File: config.mk
export PLATFORM = sky130hd
export DESIGN_NAME = seg_scan_4digit
export DESIGN_NICKNAME = d
export VERILOG_FILES = /design/src/rtl/seg_pkg.sv /design/src/rtl/seg_decode.sv /design/src/rtl/seg_scan_4digit.sv
export SDC_FILE = /design/constraint.sdc
export NUM_CORES = 1
export LEC_CHECK = 0
export ABC_CLOCK_PERIOD_IN_PS = 1750
export CAP_MARGIN = 20
export CORE_MARGIN = 1.5
export CORE_UTILIZATION = 48
export DETAILED_ROUTE_END_ITERATION = 6
export MAX_ROUTING_LAYER = met4
export PLACE_DENSITY = 0.79
export SYNTH_ARGS = -nofsm -noshare
export SYNTH_HDL_FRONTEND = slang
export SYNTH_SLANG_ARGS = --single-unit
File: constraint.sdc
create_clock -name clk -period 1.75 [get_ports clk]
set_input_delay 0.4375 -clock clk [delete_from_list [all_inputs] [get_ports clk]]
set_output_delay 0.4375 -clock clk [all_outputs]
set_load 0.02 [all_outputs]
File: src/rtl/seg_pkg.sv
// Shared segment encodings and bit positions for the 4-digit 7-segment scanner.
package seg_pkg;

  localparam int SEG_A  = 0;
  localparam int SEG_G  = 6;
  localparam int SEG_DP = 7;

  // Active-high g..a codes
  localparam logic [6:0] SEG_0    = 7'h3F;
  localparam logic [6:0] SEG_1    = 7'h06;
  localparam logic [6:0] SEG_2    = 7'h5B;
  localparam logic [6:0] SEG_3    = 7'h4F;
  localparam logic [6:0] SEG_4    = 7'h66;
  localparam logic [6:0] SEG_5    = 7'h6D;
  localparam logic [6:0] SEG_6    = 7'h7D;
  localparam logic [6:0] SEG_7    = 7'h07;
  localparam logic [6:0] SEG_8    = 7'h7F;
  localparam logic [6:0] SEG_9    = 7'h6F;
  localparam logic [6:0] SEG_DASH = 7'h40;
  localparam logic [6:0] SEG_OFF  = 7'h00;

  // Non-BCD nibbles render as a dash so a bad upstream value is visible.
  function automatic logic [6:0] bcd_to_seg(input logic [3:0] bcd);
    case (bcd)
      4'd0:    return SEG_0;
      4'd1:    return SEG_1;
      4'd2:    return SEG_2;
      4'd3:    return SEG_3;
      4'd4:    return SEG_4;
      4'd5:    return SEG_5;
      4'd6:    return SEG_6;
      4'd7:    return SEG_7;
      4'd8:    return SEG_8;
      4'd9:    return SEG_9;
      default: return SEG_DASH;
    endcase
  endfunction

endpackage

File: src/rtl/seg_decode.sv
// Combinational BCD to active-high 7-segment (g..a) decoder.
module seg_decode
  import seg_pkg::*;
(
  input  logic [3:0] bcd,
  output logic [6:0] seg
);

  assign seg = bcd_to_seg(bcd);

endmodule

File: src/rtl/seg_scan_4digit.sv
// Multiplexed 4-digit common-anode display scanner with per-slot blank gap,
// per-frame input snapshot and optional leading-zero suppression.
module seg_scan_4digit
  import seg_pkg::*;
#(
  parameter int CLK_FREQ     = 50_000_000,
  parameter int SCAN_HZ      = 1000,
  parameter int BLANK_CYCLES = 500
) (
  input  logic        clk,
  input  logic        rst_n,
  input  logic [15:0] disp_data,
  input  logic [3:0]  dp_on,
  input  logic        lz_blank,
  output logic [7:0]  seg_n,
  output logic [3:0]  dig_sel_n
);

  localparam int DIV = CLK_FREQ / SCAN_HZ;
  localparam int CW  = (DIV > 1) ? $clog2(DIV) : 1;

  logic [CW-1:0] slot_cnt;
  logic [1:0]    idx;
  logic [15:0]   shadow;
  logic [3:0]    shadow_dp;

  logic          slot_end;
  logic          frame_end;
  logic          in_blank;
  logic          lz_hit;
  logic [3:0]    digit;
  logic [6:0]    code;
  logic [7:0]    seg_d;
  logic [3:0]    dig_d;

  assign slot_end  = (slot_cnt == CW'(DIV - 1));
  assign frame_end = slot_end && (idx == 2'd3);
  assign in_blank  = (int'(slot_cnt) < BLANK_CYCLES);
  assign digit     = shadow[{idx, 2'b00} +: 4];

  seg_decode u_decode (
    .bcd (digit),
    .seg (code)
  );

  // lz_blank is used live; only the digits and dps are frame-snapshotted.
  always_comb begin
    lz_hit = 1'b0;
    if (lz_blank) begin
      case (idx)
        2'd3:    lz_hit = (shadow[15:12] == 4'h0);
        2'd2:    lz_hit = (shadow[15:8]  == 8'h00);
        2'd1:    lz_hit = (shadow[15:4]  == 12'h000);
        default: lz_hit = 1'b0;
      endcase
    end
  end

  always_comb begin
    seg_d = 8'hFF;
    dig_d = 4'hF;
    if (!in_blank) begin
      dig_d                = ~(4'b0001 << idx);
      seg_d[SEG_DP]        = ~shadow_dp[idx];
      seg_d[SEG_G:SEG_A]   = lz_hit ? ~SEG_OFF : ~code;
    end
  end

  always_ff @(posedge clk) begin
    if (!rst_n) begin
      slot_cnt  <= '0;
      idx       <= 2'd0;
      shadow    <= 16'h0000;
      shadow_dp <= 4'h0;
      seg_n     <= 8'hFF;
      dig_sel_n <= 4'hF;
    end else begin
      slot_cnt <= slot_end ? '0 : slot_cnt + CW'(1);
      if (slot_end) idx <= idx + 2'd1;
      if (frame_end) begin
        shadow    <= disp_data;
        shadow_dp <= dp_on;
      end
      seg_n     <= seg_d;
      dig_sel_n <= dig_d;
    end
  end

endmodule

==> flow_metrics.tcl <==
set metrics [dict create \
    status "complete, no violations" \
    place_area_um2 2850 \
    h-tree-depth 2 \
    rows 25 \
    start_kind "register" \
    synthCells 254 \
    drt_iter0_drc 74 \
    p_int_mw 1.48 \
    drc 0 \
    grt_pass1_wl_um 8270 \
    slew_headroom_pct 63.7 \
    min_period_over_period_pct 97.5 \
    nFillCells 402 \
    drv_slew 0 \
    maxClockFrequency_mhz 586 \
    p_total_mw 1.86 \
    final_nets 338 \
    pre_cts_ws_ns -0.286 \
    worstPathMaxFanout 7 \
    syn_nets 289 \
    die_h_um 72.7 \
    rsz0062_at_grt "true" \
    finalHoldViolCount 0 \
    cp.required_ns 1.91 \
    seq_power_share_pct 61.7 \
    max_cap_viol_count 0 \
    p_sw_share_pct 20.5 \
    die_w_um 72.7 \
    first_pass_iters 5 \
    combPwrFrac_pct 4.8 \
    cts_tree "done" \
    worstMarginPinSlew_ns 0.542 \
    cts.sinks 50 \
    via_count 1962 \
    clk_latency_ns 0.29 \
    setup_ws_ns 0.0432 \
    numCtsBuffers 5 \
    endpoint_kind "register" \
    top_usage_layer "met2" \
    grt_pass1_vias 1796 \
    final-seq-area_um2 1010 \
    synth_seq_cells 50 \
    crit_type "reg -> reg" \
    ys_types 37 \
    gp_congestion 0.837 \
    die_area_um2 5280 \
    tns_ns 0 \
    clk_pin_slew_ns 0.08 \
    io-pin-count 35 \
    grt_max_degree 21 \
    port_buffers 34 \
    finalSetupViolCount 0 \
    grt_use_total_pct 20.8 \
    drt.antenna.violating_nets 0 \
    postSynthAreaPerCell_um2 9.17 \
    area_growth_pct 28.1 \
    grt_util_met3_pct 4.14 \
    antenna_found_initial 0 \
    fin_crit_ns 1.71 \
    root_buffer "clkbuf_8" \
    initial_core_util_pct 49.6 \
    dpl.hpwl_um 3620 \
    final_cell_area_um2 2980 \
    met2_usage_pct 32.7 \
    finish.utilization_pct 63.6 \
    p_per_area_nw_per_um2 623 \
    grtUsageMet1_pct 27.3 \
    yosys_warnings 0 \
    n_antenna_cell 0 \
    p_switching_mw 0.380 \
    hold_path_class "reg -> reg" \
    drive_above_1_share_pct 18.2 \
    pwr-share-clk_pct 33.5 \
    wl_um 4920 \
    peakVddDrop_mv 0.458 \
    leakagePower_nw 1.06 \
    via_per_inst 5.50 \
    worst_clock_skew_ns 0.00389 \
    worst_ep_arrival_time_ns 1.87 \
    clockBufferDepth 2 \
    core_area_um2 4690 \
    multi_input_area_um2 1250 \
    wl_per_cell_um 13.8 \
    synth_area_um2 2330 \
    gr-total-overflow 0 \
    yosysSeqAreaShare_pct 43.0 \
]
==> kinds of logic after synthesis <==
group,synth area share [%]
AND/OR/NAND/NOR,21.1
AO/OA/AOI/OAI,15.3
flip-flops,43.0
buffers and inverters,4.78
XOR/XNOR,4.51
adder cells (fa/ha/maj),6.45
multiplexers,4.84
==> per-stage QoR <==
stage          hold WS [ns]  cells
2_1_floorplan         0.440    254
5_1_grt               0.488    357
4_1_cts               0.498    355
3_3_place_gp          0.457    347
6_report              0.456    357
3_5_place_dp          0.478    347
==> repair_timing <==
item	in CTS	in global routing
pin swaps	4	1
setup buffers	1	2
resized for setup	2	10
hold buffers	0	0
endpoints found under the setup margin	8	26
==> power groups by stage <==
stage	Combinational, mW	Clock (mW)	Sequential, mW
2_1_floorplan	0.0221	0	1.17
3_3_place_gp	0.0879	0	1.17
5_1_grt	0.0980	0.678	1.15
3_5_place_dp	0.0885	0	1.17
4_1_cts	0.0891	0.642	1.15
6_report	0.0889	0.623	1.15
==> final cells by class <==
| cell class | instances | share of cell area (%) |
|---|---|---|
| Clock buffer | 6 | 2.43 |
| Inverter | 9 | 1.22 |
| Sequential cell | 50 | 33.8 |
| Multi-Input combinational cell | 178 | 41.9 |
| Timing Repair Buffer | 59 | 18.1 |
| Tap cell | 54 | 2.27 |
| Clock inverter | 1 | 0.252 |
==> synth_stat cells (all sizes together) <==
library cell  count  share of area, %
o21ba             1              0.43
or3               3               1.1
clkbuf           11               1.8
nand4             5               1.6
nor4              5               1.3
o31ai             1              0.32
inv               9               1.5
nor2             14               2.3
and3              4               1.1
xor2              6               2.3
a21boi           21               6.8
and4bb            1              0.54
a21oi             4              0.86
dfxtp            50                43
o211ai            3              0.97
nand3            34               7.3
ha               12               6.4
o21ai            26               5.6
buf               6               1.5
mux4              5               4.8
nand2            15               2.4
and2              3              0.81
and4              2              0.75
nand2b            1              0.27
nor3              2              0.43
or4               1              0.32
xnor2             6               2.3
or4b              1              0.43
and4b             1              0.43
a211o             1              0.38
==> sequential cells by signal (all words and copies together) (netlist names) <==
| register | count |
|---|---|
| shadow | 16 |
| slot_cnt | 16 |
| dig_sel_n | 4 |
| shadow_dp | 4 |
| seg_n | 8 |
| idx | 2 |
==> cells in the final DEF, fill, tap and decap left out, drive strengths merged <==
cell type and n:
dfxtp 50, nand3 34, clkdlybuf4s50 34, o21ai 26
buf 25, a21boi 21, nand2 15, nor2 14
ha 12, inv 9, xor2 6, xnor2 6
clkbuf 6, mux4 5, nor4 5, nand4 5
a21oi 4, and3 4, o211ai 3, and2 3
or3 3, and4 2, nor3 2, and4bb 1
and4b 1, a211o 1, or4b 1, o31ai 1
or4 1, nand2b 1, o21ba 1, clkinvlp 1
==> metal layers <==
layer | vias up | part of all wire (%)
met2 | 54 | 48
li1 | 997 | -
met1 | 905 | 47
met4 | 0 | 0.79
met3 | 6 | 4.2
met5 | - | 0
==> worst paths after layout <==
check | from | end | slack [ns] | depth (start not counted)
max | idx[0]$_SDFFE_PN0P_ | seg_n[4]$_SDFF_PP1_ | 0.04 | 6
min | slot_cnt[0]$_SDFF_PP0_ | slot_cnt[0]$_SDFF_PP0_ | 0.46 | 1
max reg2reg | idx[0]$_SDFFE_PN0P_ | seg_n[4]$_SDFF_PP1_ | 0.04 | 6
min reg2reg | slot_cnt[0]$_SDFF_PP0_ | slot_cnt[0]$_SDFF_PP0_ | 0.46 | 1
==> critical path: stages (launching register included) <==
cell	delay (ns)
dfxtp_4	0.41
buf_4	0.13
mux4_2	0.55
buf_4	0.18
nand2b_1	0.14
o21ai_0	0.08
nand3_1	0.09
Note: power is estimated with default switching activity, not from simulation.
